<file path="src/rtl/uart_pkg.sv">
// rtl/uart_pkg.sv - shared UART encodings, divisor helper and receiver state encodings
// Used by both the Tx and Rx sides.
//   baud_sel_e  : 2-bit baud select (2400/4800/9600/19200)
//   parity_e    : 2-bit parity select (none/odd/even/none)
//   rx_state_e  : receiver FSM states
//   baud_divisor: clocks per oversample tick, truncated
package uart_pkg;

    localparam int DIV_W = 16;

    localparam int BAUD_HZ_2400  = 2400;
    localparam int BAUD_HZ_4800  = 4800;
    localparam int BAUD_HZ_9600  = 9600;
    localparam int BAUD_HZ_19200 = 19200;

    typedef enum logic [1:0] {
        BAUD_2400  = 2'b00,
        BAUD_4800  = 2'b01,
        BAUD_9600  = 2'b10,
        BAUD_19200 = 2'b11
    } baud_sel_e;

    typedef enum logic [1:0] {
        PAR_NONE     = 2'b00,
        PAR_ODD      = 2'b01,
        PAR_EVEN     = 2'b10,
        PAR_NONE_ALT = 2'b11
    } parity_e;

    typedef enum logic [2:0] {
        RX_IDLE,
        RX_START,
        RX_DATA,
        RX_PARITY,
        RX_STOP1,
        RX_STOP2
    } rx_state_e;

    function automatic logic [DIV_W-1:0] baud_divisor(input int clk_freq, input int oversample,
                                                      input int baud_hz);
        return DIV_W'(clk_freq / (baud_hz * oversample));
    endfunction

    function automatic logic parity_enabled(input logic [1:0] p);
        return (p == PAR_ODD) || (p == PAR_EVEN);
    endfunction

endpackage

</file>
<file path="src/rtl/uart_rx_tick_gen.sv">
// rtl/uart_rx_tick_gen.sv - oversample tick enable generator for the UART receiver
// Ports:
//   clk_i      : system clock
//   rst_i      : asynchronous active-high reset
//   en_i       : counter runs only while high; held at zero otherwise
//   baud_sel_i : latched baud select
//   tick_o     : one-cycle pulse every divisor clocks
module uart_rx_tick_gen
    import uart_pkg::*;
#(
    parameter int CLK_FREQ   = 50_000_000,
    parameter int OVERSAMPLE = 16
) (
    input  logic       clk_i,
    input  logic       rst_i,
    input  logic       en_i,
    input  logic [1:0] baud_sel_i,
    output logic       tick_o
);

    localparam logic [DIV_W-1:0] DIV_2400  = baud_divisor(CLK_FREQ, OVERSAMPLE, BAUD_HZ_2400);
    localparam logic [DIV_W-1:0] DIV_4800  = baud_divisor(CLK_FREQ, OVERSAMPLE, BAUD_HZ_4800);
    localparam logic [DIV_W-1:0] DIV_9600  = baud_divisor(CLK_FREQ, OVERSAMPLE, BAUD_HZ_9600);
    localparam logic [DIV_W-1:0] DIV_19200 = baud_divisor(CLK_FREQ, OVERSAMPLE, BAUD_HZ_19200);

    logic [DIV_W-1:0] div_sel;
    logic [DIV_W-1:0] cnt_q, cnt_d;

    always_comb begin
        case (baud_sel_i)
            BAUD_2400: div_sel = DIV_2400;
            BAUD_4800: div_sel = DIV_4800;
            BAUD_9600: div_sel = DIV_9600;
            default:   div_sel = DIV_19200;
        endcase
    end

    always_comb begin
        cnt_d  = cnt_q;
        tick_o = 1'b0;
        if (!en_i) begin
            cnt_d = '0;
        end else if (cnt_q >= div_sel - DIV_W'(1)) begin
            cnt_d  = '0;
            tick_o = 1'b1;
        end else begin
            cnt_d = cnt_q + DIV_W'(1);
        end
    end

    always_ff @(posedge clk_i or posedge rst_i) begin
        if (rst_i) cnt_q <= '0;
        else       cnt_q <= cnt_d;
    end

endmodule

</file>
<file path="src/rtl/uart_rx_unit.sv">
// rtl/uart_rx_unit.sv - UART receiver: sync, 16x oversampled deframing, parity/stop checks
// Optional macro RX_MAJORITY_EN: bit value is 2-of-3 majority of ticks 7, 8, 9 (else tick 8 only).
// Ports:
//   clk_i, rst_i            : clock, asynchronous active-high reset
//   rx_i                    : serial line, idle high, asynchronous
//   baud_rate_i             : 00=2400 01=4800 10=9600 11=19200
//   parity_type_i           : 00/11 none, 01 odd, 10 even
//   data_length_i           : 0=7 bits, 1=8 bits
//   stop_bits_i             : 0=one stop, 1=two stops
//   data_out_o              : received word (bit7=0 in 7-bit mode)
//   done_flag_o             : one-cycle frame-complete pulse
//   active_flag_o           : frame in progress
//   parity_error_o          : parity mismatch on last frame
//   stop_error_o            : a stop bit sampled low on last frame
module uart_rx_unit
    import uart_pkg::*;
#(
    parameter int CLK_FREQ   = 50_000_000,
    parameter int OVERSAMPLE = 16
) (
    input  logic       clk_i,
    input  logic       rst_i,
    input  logic       rx_i,
    input  logic [1:0] baud_rate_i,
    input  logic [1:0] parity_type_i,
    input  logic       data_length_i,
    input  logic       stop_bits_i,
    output logic [7:0] data_out_o,
    output logic       done_flag_o,
    output logic       active_flag_o,
    output logic       parity_error_o,
    output logic       stop_error_o
);

    localparam int TCW = $clog2(OVERSAMPLE);
    // Tick counter values: 7th, 8th and 9th tick of a bit; the bit is resolved on the 9th
    // in both build variants so frame latency does not depend on the macro.
    localparam logic [TCW-1:0] T_S7  = TCW'(OVERSAMPLE / 2 - 2);
    localparam logic [TCW-1:0] T_S8  = TCW'(OVERSAMPLE / 2 - 1);
    localparam logic [TCW-1:0] T_DEC = TCW'(OVERSAMPLE / 2);
    localparam logic [TCW-1:0] T_END = TCW'(OVERSAMPLE - 1);

    rx_state_e        state_q, state_d;
    logic             rx_s1_q, rx_s2_q, rx_prev_q;
    logic [TCW-1:0]   tick_cnt_q, tick_cnt_d;
    logic [2:0]       bit_cnt_q, bit_cnt_d;
    logic [7:0]       shift_q, shift_d;
    logic [1:0]       samp_q, samp_d;
    logic             par_bad_q, par_bad_d;
    logic             stop_err_q, stop_err_d;
    logic [1:0]       baud_q, baud_d, par_q, par_d;
    logic             len_q, len_d, stop2_q, stop2_d;
    logic [7:0]       data_q, data_d;
    logic             perr_q, perr_d, serr_q, serr_d, done_q, done_d;
    logic             tick, fall, at_dec, at_end, bit_val, exp_par, finish;
    logic [2:0]       last_bit;

    uart_rx_tick_gen #(
        .CLK_FREQ   (CLK_FREQ),
        .OVERSAMPLE (OVERSAMPLE)
    ) u_tick_gen (
        .clk_i      (clk_i),
        .rst_i      (rst_i),
        .en_i       (state_q != RX_IDLE),
        .baud_sel_i (baud_q),
        .tick_o     (tick)
    );

    // rx_prev_q keeps tracking the line mid-frame, so a low line after a frame never
    // looks like a new start edge until it has been seen high again.
    assign fall     = rx_prev_q & ~rx_s2_q;
    assign at_dec   = tick && (tick_cnt_q == T_DEC);
    assign at_end   = tick && (tick_cnt_q == T_END);
    assign last_bit = len_q ? 3'd7 : 3'd6;
    assign exp_par  = (par_q == PAR_EVEN) ? ^shift_q : ~^shift_q;

`ifdef RX_MAJORITY_EN
    assign bit_val = (samp_q[0] & samp_q[1]) | (samp_q[0] & rx_s2_q) | (samp_q[1] & rx_s2_q);
`else
    assign bit_val = samp_q[1];
`endif

    always_comb begin
        state_d    = state_q;
        tick_cnt_d = tick_cnt_q;
        bit_cnt_d  = bit_cnt_q;
        shift_d    = shift_q;
        samp_d     = samp_q;
        par_bad_d  = par_bad_q;
        stop_err_d = stop_err_q;
        baud_d     = baud_q;
        par_d      = par_q;
        len_d      = len_q;
        stop2_d    = stop2_q;
        data_d     = data_q;
        perr_d     = perr_q;
        serr_d     = serr_q;
        done_d     = 1'b0;
        finish     = 1'b0;

        if (state_q == RX_IDLE)  tick_cnt_d = '0;
        else if (tick)           tick_cnt_d = (tick_cnt_q == T_END) ? '0 : tick_cnt_q + TCW'(1);
        if (tick && tick_cnt_q == T_S7) samp_d[0] = rx_s2_q;
        if (tick && tick_cnt_q == T_S8) samp_d[1] = rx_s2_q;

        case (state_q)
            RX_IDLE: begin
                if (fall) begin
                    state_d    = RX_START;
                    baud_d     = baud_rate_i;
                    par_d      = parity_type_i;
                    len_d      = data_length_i;
                    stop2_d    = stop_bits_i;
                    bit_cnt_d  = '0;
                    shift_d    = '0;
                    par_bad_d  = 1'b0;
                    stop_err_d = 1'b0;
                end
            end
            RX_START: begin
                if (at_dec && bit_val) state_d = RX_IDLE;   // glitch: outputs untouched
                else if (at_end)       state_d = RX_DATA;
            end
            RX_DATA: begin
                if (at_dec) shift_d[bit_cnt_q] = bit_val;
                if (at_end) begin
                    if (bit_cnt_q == last_bit)
                        state_d = parity_enabled(par_q) ? RX_PARITY : RX_STOP1;
                    else
                        bit_cnt_d = bit_cnt_q + 3'd1;
                end
            end
            RX_PARITY: begin
                if (at_dec) par_bad_d = (bit_val != exp_par);
                if (at_end) state_d = RX_STOP1;
            end
            RX_STOP1: begin
                if (at_dec) begin
                    if (stop2_q) stop_err_d = stop_err_q | ~bit_val;
                    else         finish = 1'b1;
                end
                if (at_end) state_d = RX_STOP2;
            end
            RX_STOP2: begin
                if (at_dec) finish = 1'b1;
            end
            default: state_d = RX_IDLE;
        endcase

        // Frame ends at the last stop-bit sample, not at the end of the bit, so a start
        // edge arriving right after is seen from IDLE.
        if (finish) begin
            state_d = RX_IDLE;
            data_d  = shift_q;
            perr_d  = par_bad_q;
            serr_d  = stop_err_q | ~bit_val;
            done_d  = 1'b1;
        end
    end

    always_ff @(posedge clk_i or posedge rst_i) begin
        if (rst_i) begin
            rx_s1_q    <= 1'b1;
            rx_s2_q    <= 1'b1;
            rx_prev_q  <= 1'b1;
            state_q    <= RX_IDLE;
            tick_cnt_q <= '0;
            bit_cnt_q  <= '0;
            shift_q    <= '0;
            samp_q     <= 2'b11;
            par_bad_q  <= 1'b0;
            stop_err_q <= 1'b0;
            baud_q     <= '0;
            par_q      <= '0;
            len_q      <= 1'b0;
            stop2_q    <= 1'b0;
            data_q     <= '0;
            perr_q     <= 1'b0;
            serr_q     <= 1'b0;
            done_q     <= 1'b0;
        end else begin
            rx_s1_q    <= rx_i;
            rx_s2_q    <= rx_s1_q;
            rx_prev_q  <= rx_s2_q;
            state_q    <= state_d;
            tick_cnt_q <= tick_cnt_d;
            bit_cnt_q  <= bit_cnt_d;
            shift_q    <= shift_d;
            samp_q     <= samp_d;
            par_bad_q  <= par_bad_d;
            stop_err_q <= stop_err_d;
            baud_q     <= baud_d;
            par_q      <= par_d;
            len_q      <= len_d;
            stop2_q    <= stop2_d;
            data_q     <= data_d;
            perr_q     <= perr_d;
            serr_q     <= serr_d;
            done_q     <= done_d;
        end
    end

    assign data_out_o     = data_q;
    assign done_flag_o    = done_q;
    assign active_flag_o  = (state_q != RX_IDLE);
    assign parity_error_o = perr_q;
    assign stop_error_o   = serr_q;

endmodule

</file>
<file path="config.mk">
export PLATFORM = sky130hd
export DESIGN_NAME = uart_rx_unit
export DESIGN_NICKNAME = d
export VERILOG_FILES = /design/src/rtl/uart_pkg.sv /design/src/rtl/uart_rx_tick_gen.sv /design/src/rtl/uart_rx_unit.sv
export SDC_FILE = /design/constraint.sdc
export NUM_CORES = 1
export LEC_CHECK = 0
export CORE_MARGIN = 4
export CORE_UTILIZATION = 63
export CTS_BUF_LIST = sky130_fd_sc_hd__clkbuf_8
export CTS_CLUSTER_SIZE = 25
export DETAILED_ROUTE_END_ITERATION = 6
export PLACE_DENSITY = 0.84
export SLEW_MARGIN = 20
export SYNTH_ARGS = -nofsm -noshare
export SYNTH_HDL_FRONTEND = slang
export SYNTH_HIERARCHICAL = 1
export SYNTH_SLANG_ARGS = --single-unit
</file>
<file path="constraint.sdc">
create_clock -name clk_i -period 9.1 [get_ports clk_i]
set_input_delay 1.365 -clock clk_i [delete_from_list [all_inputs] [get_ports clk_i]]
set_output_delay 1.365 -clock clk_i [all_outputs]
set_load 0.05 [all_outputs]
</file>
; ---- After elaboration in Yosys (flattened, before gate mapping)
; Index checks and enable logic that the tools add are counted.
[totals]
register_bits = 57
inputBits = 9
out_inout_bits = 12
elab_cells = 120
[op_classes]
addsub = 4
order_cmp = 3
eq_ne = 28
muxes = 41
n_bitwise = 4
reduce_logical = 21
[op_table]
columns = operator, n
row1 = two-way mux 3 bit, 12
row2 = one-hot mux 11 bit (3 select lines), 1
row3 = two-way mux 16 bit, 2
row4 = one-hot mux 3 bit (6 select lines), 1
row5 = adder 16 x 1 -> 16 bit (second input constant), 1
row6 = >= comparator 16 bit, 1
row7 = two-way mux 8 bit, 2
row8 = != test 2 bit (second input constant), 8
row9 = one-hot mux 8 bit (2 select lines), 1
row10 = != test 3 bit (second input constant), 5
row11 = two-way mux 1 bit, 13
row12 = two-way mux 4 bit, 3
row13 = subtractor 11 x 1 -> 12 bit (second input constant), 1
row14 = bitwise mux 8 bit, 1
row15 = equality test 4 bit (second input constant), 2
row16 = AND reduction 4 bit, 2
row17 = nonzero test 2 bit, 4
row18 = XNOR reduction 8 bit, 1
row19 = XOR reduction 8 bit, 1
row20 = AND reduction 7 bit, 1
row21 = equality test 3 x 2 -> 1 bit (second input constant), 2
row22 = equality test 3 bit (second input constant), 2
row23 = one-hot mux 1 bit (2 select lines), 3
row24 = one-hot mux 3 bit (2 select lines), 1
row25 = 22 further kinds, 30

; ---- Logic depth before layout (Yosys ltp)
[depth]
depth_word = 11
mapped_depth = 16
depth_no_buf = 13

; ---- Modules after synthesis
; The synthesis kept the hierarchy.
[modules_own_cells]
columns = mod, instances, cells_each, area_each_um2, seq_area_each_um2
row1 = uart_rx_unit, 1, 189, 2133.3, 1031.0
row2 = uart_rx_tick_gen, 1, 118, 1224.9, 400.4

; ---- Least setup slack after synthesis
; Ideal clock, no wire load.
[synth_timing]
path_kind = flip-flop to flip-flop
startpoint = reg baud_q[0]
endpoint = reg data_q[0], in the netlist data_out_o[0]
setup_time_ps = 127
arrival_time_ps = 4155
required_time_ps = 8973
setup_slack_ps = 4817
stages_incl_launch_ff = 17
path_buffers = 3
period_less_slack_ps = 4283
cell_sequence = dfrtp_1 inv_1 ha_1 or4_1 or3_1 ha_1 nand4_1 or4_4 nor3_1 o31a_1 buf_4 and4b_1 buf_4 nand3b_1 a21oi_2 buf_6 mux2_1
[synth_between]
elab_chain_len = 9
word_cells_on_any_way = 12
classes_between = add/sub (1) / order compare (1) / eq/ne (2) / mux (6) / reduce/logical (2)
[synth_lines]
columns = item, line
row1 = "start, declared", uart_rx_unit.sv:51  ; logic [1:0] baud_q, baud_d, par_q, par_d;
row2 = "start signal, assigned", uart_rx_unit.sv:192  ; baud_q <= baud_d;
row3 = "equality test 2 bit, or another cell as far along", uart_rx_tick_gen.sv:30  ; case (baud_sel_i)
row4 = one-hot mux 11 bit (3 select lines) (*), uart_rx_tick_gen.sv:30
row5 = subtractor 11 x 1 -> 12 bit (*), uart_rx_tick_gen.sv:43  ; end else if (cnt_q >= div_sel - DIV_W'(1)) begin
row6 = >= comparator 16 bit (*), uart_rx_tick_gen.sv:43
row7 = two-way mux 1 bit (*), uart_rx_tick_gen.sv:43
row8 = two-way mux 1 bit (*), uart_rx_tick_gen.sv:41  ; if (!en_i) begin
row9 = net tick, uart_rx_unit.sv:55  ; logic tick, fall, at_dec, at_end, bit_val, exp_par, finish;
row10 = logical AND 1 bit (*), uart_rx_unit.sv:72  ; assign at_dec = tick && (tick_cnt_q == T_DEC);
row11 = two-way mux 1 bit (on tied branches), "uart_rx_unit.sv:145, uart_rx_unit.sv:138"
row12 = one-hot mux 1 bit (2 select lines) (*), uart_rx_unit.sv:106  ; case (state_q)
row13 = "end signal, assigned", uart_rx_unit.sv:196  ; data_q <= data_d;
row14 = "end, declared", uart_rx_unit.sv:53  ; logic [7:0] data_q, data_d;
; The timed path passes the listed nets; every way through them passes the cells marked *.
; A chain may end at the register's enable or synchronous reset.

; ---- Final worst setup path
[layout_timing]
startpoint = reg baud_q[0]
endpoint = reg data_q[6], in the netlist data_out_o[6]
; Same word-level chain as after synthesis.

==> results.json <==
{
  "grt_pass1_wl_mm": 10.9,
  "die_w_um": 81.0,
  "synthTopCellsByArea": "dfrtp_1 39%, ha_1 9.3%, mux2_1 5.4%, xnor2_1 4.4%, dfstp_2 3.1%",
  "antenna_found_initial": 0,
  "synth_top_area_cell": "dfrtp_1",
  "r2r_cells": 13,
  "cts_tree": "done",
  "timing.rr.start": "baud_q[0]",
  "clk_latency_ns": 0.34,
  "grt_pass1_vias": 2302,
  "die-area_sq_um": 6560,
  "grt_usage": 0.220,
  "ir_drop_mv": 0.184,
  "clock_skew_ns": 0.0154,
  "htree_levels": 3,
  "detail-route-antenna-nets": 0,
  "port_buffers": 20,
  "relSlewSlack": 0.504,
  "path_max_fanout": 12,
  "worstHoldStart": "rx_s1_q",
  "synth.distinct_cells": 61,
  "wirelength_mm": 6.25,
  "synthArstFlopShare": 1.00,
  "endpoint_kind": "register",
  "nets": 362,
  "drt_iter0_drc": 129,
  "placed_cells": 387,
  "start_kind": "register",
  "hold_viol_final": 0,
  "core_area_sq_um": 5140,
  "vias": 2306,
  "n_antenna_cell": 0,
  "grt_max_degree": 42,
  "cpLargestDelayFamily": "simple AND/OR/NAND/NOR gates",
  "fin_util": 0.742,
  "r2r_end": "data_out_o[6]",
  "cap_viol_max_count": 0,
  "synth_cells": 307,
  "holdCritPathClass": "reg -> reg",
  "p_leak_nw": 1.67,
  "synth_top_cell_area_share": 0.395,
  "die-height_um": 81.0,
  "ctsResizeCount": 0,
  "slowest_stage": "or4_4",
  "ys_warn_count": 6,
  "yosysMostFrequentCell": "dfrtp_1",
  "cts.sinks": 57,
  "worstPathRequired_ns": 9.31,
  "clk_path_buf_depth": 2,
  "path_cells": "inv_1, ha_1, or4_1, or3_1, ha_1, nand4_1, or4_4, nor3_1, o31a_1, and4b_1, nand3b_1, a21oi_2, mux2_1",
  "finalCritPeriodShare": 0.575,
  "timing.fmax_ghz": 0.191,
  "overflow": 0,
  "period_needed_ns": 5.23,
  "cts-root-buf": "clkbuf_8",
  "cts-hold-fix-buffers": 0,
  "tns_ns": 0,
  "hold_depth": 0,
  "io_pins": 21,
  "cts_setup_buffers": 0,
  "cp_num_buf_inv": 1,
  "critPathMostFrequentCell": "ha_1",
  "worst_hold_path.endpoint": "rx_s2_q",
  "layout-drive-gt1-share": 0.141,
  "avgRoutedWirePerCell_um": 15.5,
  "max_stage_delay_ns": 0.62,
  "worst_pin_slew_ns": 0.745,
  "fin_ws_ns": 3.87,
  "setup_viol": 0,
  "syn_area_per_cell_sq_um": 10.9,
  "pre_cts_ws_ns": 4.00,
  "power_density_nw_per_um2": 248,
  "rsz0062_at_grt": "no",
  "netlist_area_sq_um": 3360,
  "drv_slew": 0,
  "ys_ff_latch": 57,
  "crit_type": "reg -> reg",
  "worst_ep_arrival_time_ns": 5.44,
  "stdcell_count": 403,
  "numCtsBuffers": 9,
  "outcome": "completed",
  "area_growth_pct": 13.6,
  "total_power_mw": 0.946,
  "yosysSeqAreaShare": 0.426,
  "initial_core_util": 0.653,
  "row_count": 26,
  "cts.clk_slew.worst_paths_ns": 0.06,
  "hpwl_mm": 4.51,
  "synthFlopType": "dfrtp_1",
  "globalplace.congestion": 0.844,
  "synth_edf_count": 0,
  "drc_errors": 0,
  "ys_top_cells_by_count": "53 x dfrtp_1, 25 x ha_1, 24 x inv_1",
  "avgViaCountPerCell": 5.72,
  "r2r_slack_ns": 3.87,
  "dr.pass1.iters": 4
}
## layout by cell type, fill, tap and decap left out, drive strengths merged, types with 3 or more instances in the layout
cell type,count
a31oi,3
inv,24
nand2,15
clkbuf,10
o21ai,20
bufinv,3
o31ai,3
clkinv,3
dfstp,4
o21a,6
mux2i,3
xnor2,17
nor2,8
clkdlybuf4s50,20
nand4,6
mux2,18
or4,4
nor3b,3
nand2b,4
ha,25
conb,3
dfrtp,53
nor3,22
a21oi,10
xor2,5
nand3,10
## flip-flops by register name, indices dropped and copies added, names as in the netlist, 2 cells and up
name / flops
state_q: 3
shift_q: 8
par_q: 2
baud_q: 2
u_tick_gen/cnt_q: 16
bit_cnt_q: 3
data_out_o: 8
tick_cnt_q: 4
## worst max-delay path by stage
stage | slack (ns) | cells after the start | startpoint | end
after floorplan | 4.82 | 16 | baud_q[0] | data_out_o[0]
after global placement | 4.28 | 13 | baud_q[0] | data_out_o[0]
after detailed placement | 4.00 | 13 | baud_q[0] | data_out_o[7]
after CTS | 3.87 | 13 | baud_q[0] | data_out_o[6]
after global routing | 3.59 | 13 | baud_q[0] | data_out_o[6]
final | 3.87 | 13 | baud_q[0] | data_out_o[6]
## area by class of cell
cell class	count	area, sq um
timing repair buffer	22	215
fill	367	1320
multi-input combinational	214	1750
tap	70	87.6
clock buffer	10	138
clock inverter	6	105
sequential	57	1430
inverter	24	90.1
## where the power goes
| part | internal, mW | total [mW] | leakage (nW) | switching (mW) |
|---|---|---|---|---|
| clock | 0.188 | 0.289 | 0.126 | 0.101 |
| sequential | 0.288 | 0.342 | 0.754 | 0.0546 |
| combinational | 0.139 | 0.314 | 0.793 | 0.175 |
| total | 0.615 | 0.946 | 1.67 | 0.331 |
## metal layers
metal,vias up,part of all wire,global-route usage
met2,58,0.46,0.336
met3,12,0.043,0.0443
met5,-,0,0
met4,0,0.020,0.110
li1,1128,-,-
met1,1108,0.48,0.298
## worst reg2reg max path: stages (launching register included)
cell and delay [ns]:
dfrtp_1 0.51, inv_1 0.18, ha_1 0.36, or4_1 0.46, or3_1 0.33, ha_1 0.30, nand4_1 0.19, or4_4 0.62
nor3_1 0.22, o31a_1 0.35, and4b_1 0.41, nand3b_1 0.19, a21oi_2 0.60, mux2_1 0.39
## per-stage QoR
stage                     hold WS [ns]  area, sq um
after floorplan                  0.345         3370
after global placement           0.346         3570
after detailed placement         0.350         3570
after CTS                        0.359         3820
after global routing             0.367         3820
final                            0.357         3820
## logic make-up (layout without fill, tap and decap cells)
kind of cell / Yosys count / count (layout) / share of synthesized area
AND/OR/NAND/NOR: 88 / 88 / 0.168
other: 1 / 3 / 0.00112
AO/OA/AOI/OAI: 54 / 54 / 0.123
adder cells (fa/ha/maj): 25 / 25 / 0.0931
buffers and inverters: 38 / 62 / 0.0551
XOR/XNOR: 23 / 23 / 0.0641
flip-flops: 57 / 57 / 0.426
multiplexers: 21 / 21 / 0.0693
(Power assumes the default switching activity.)
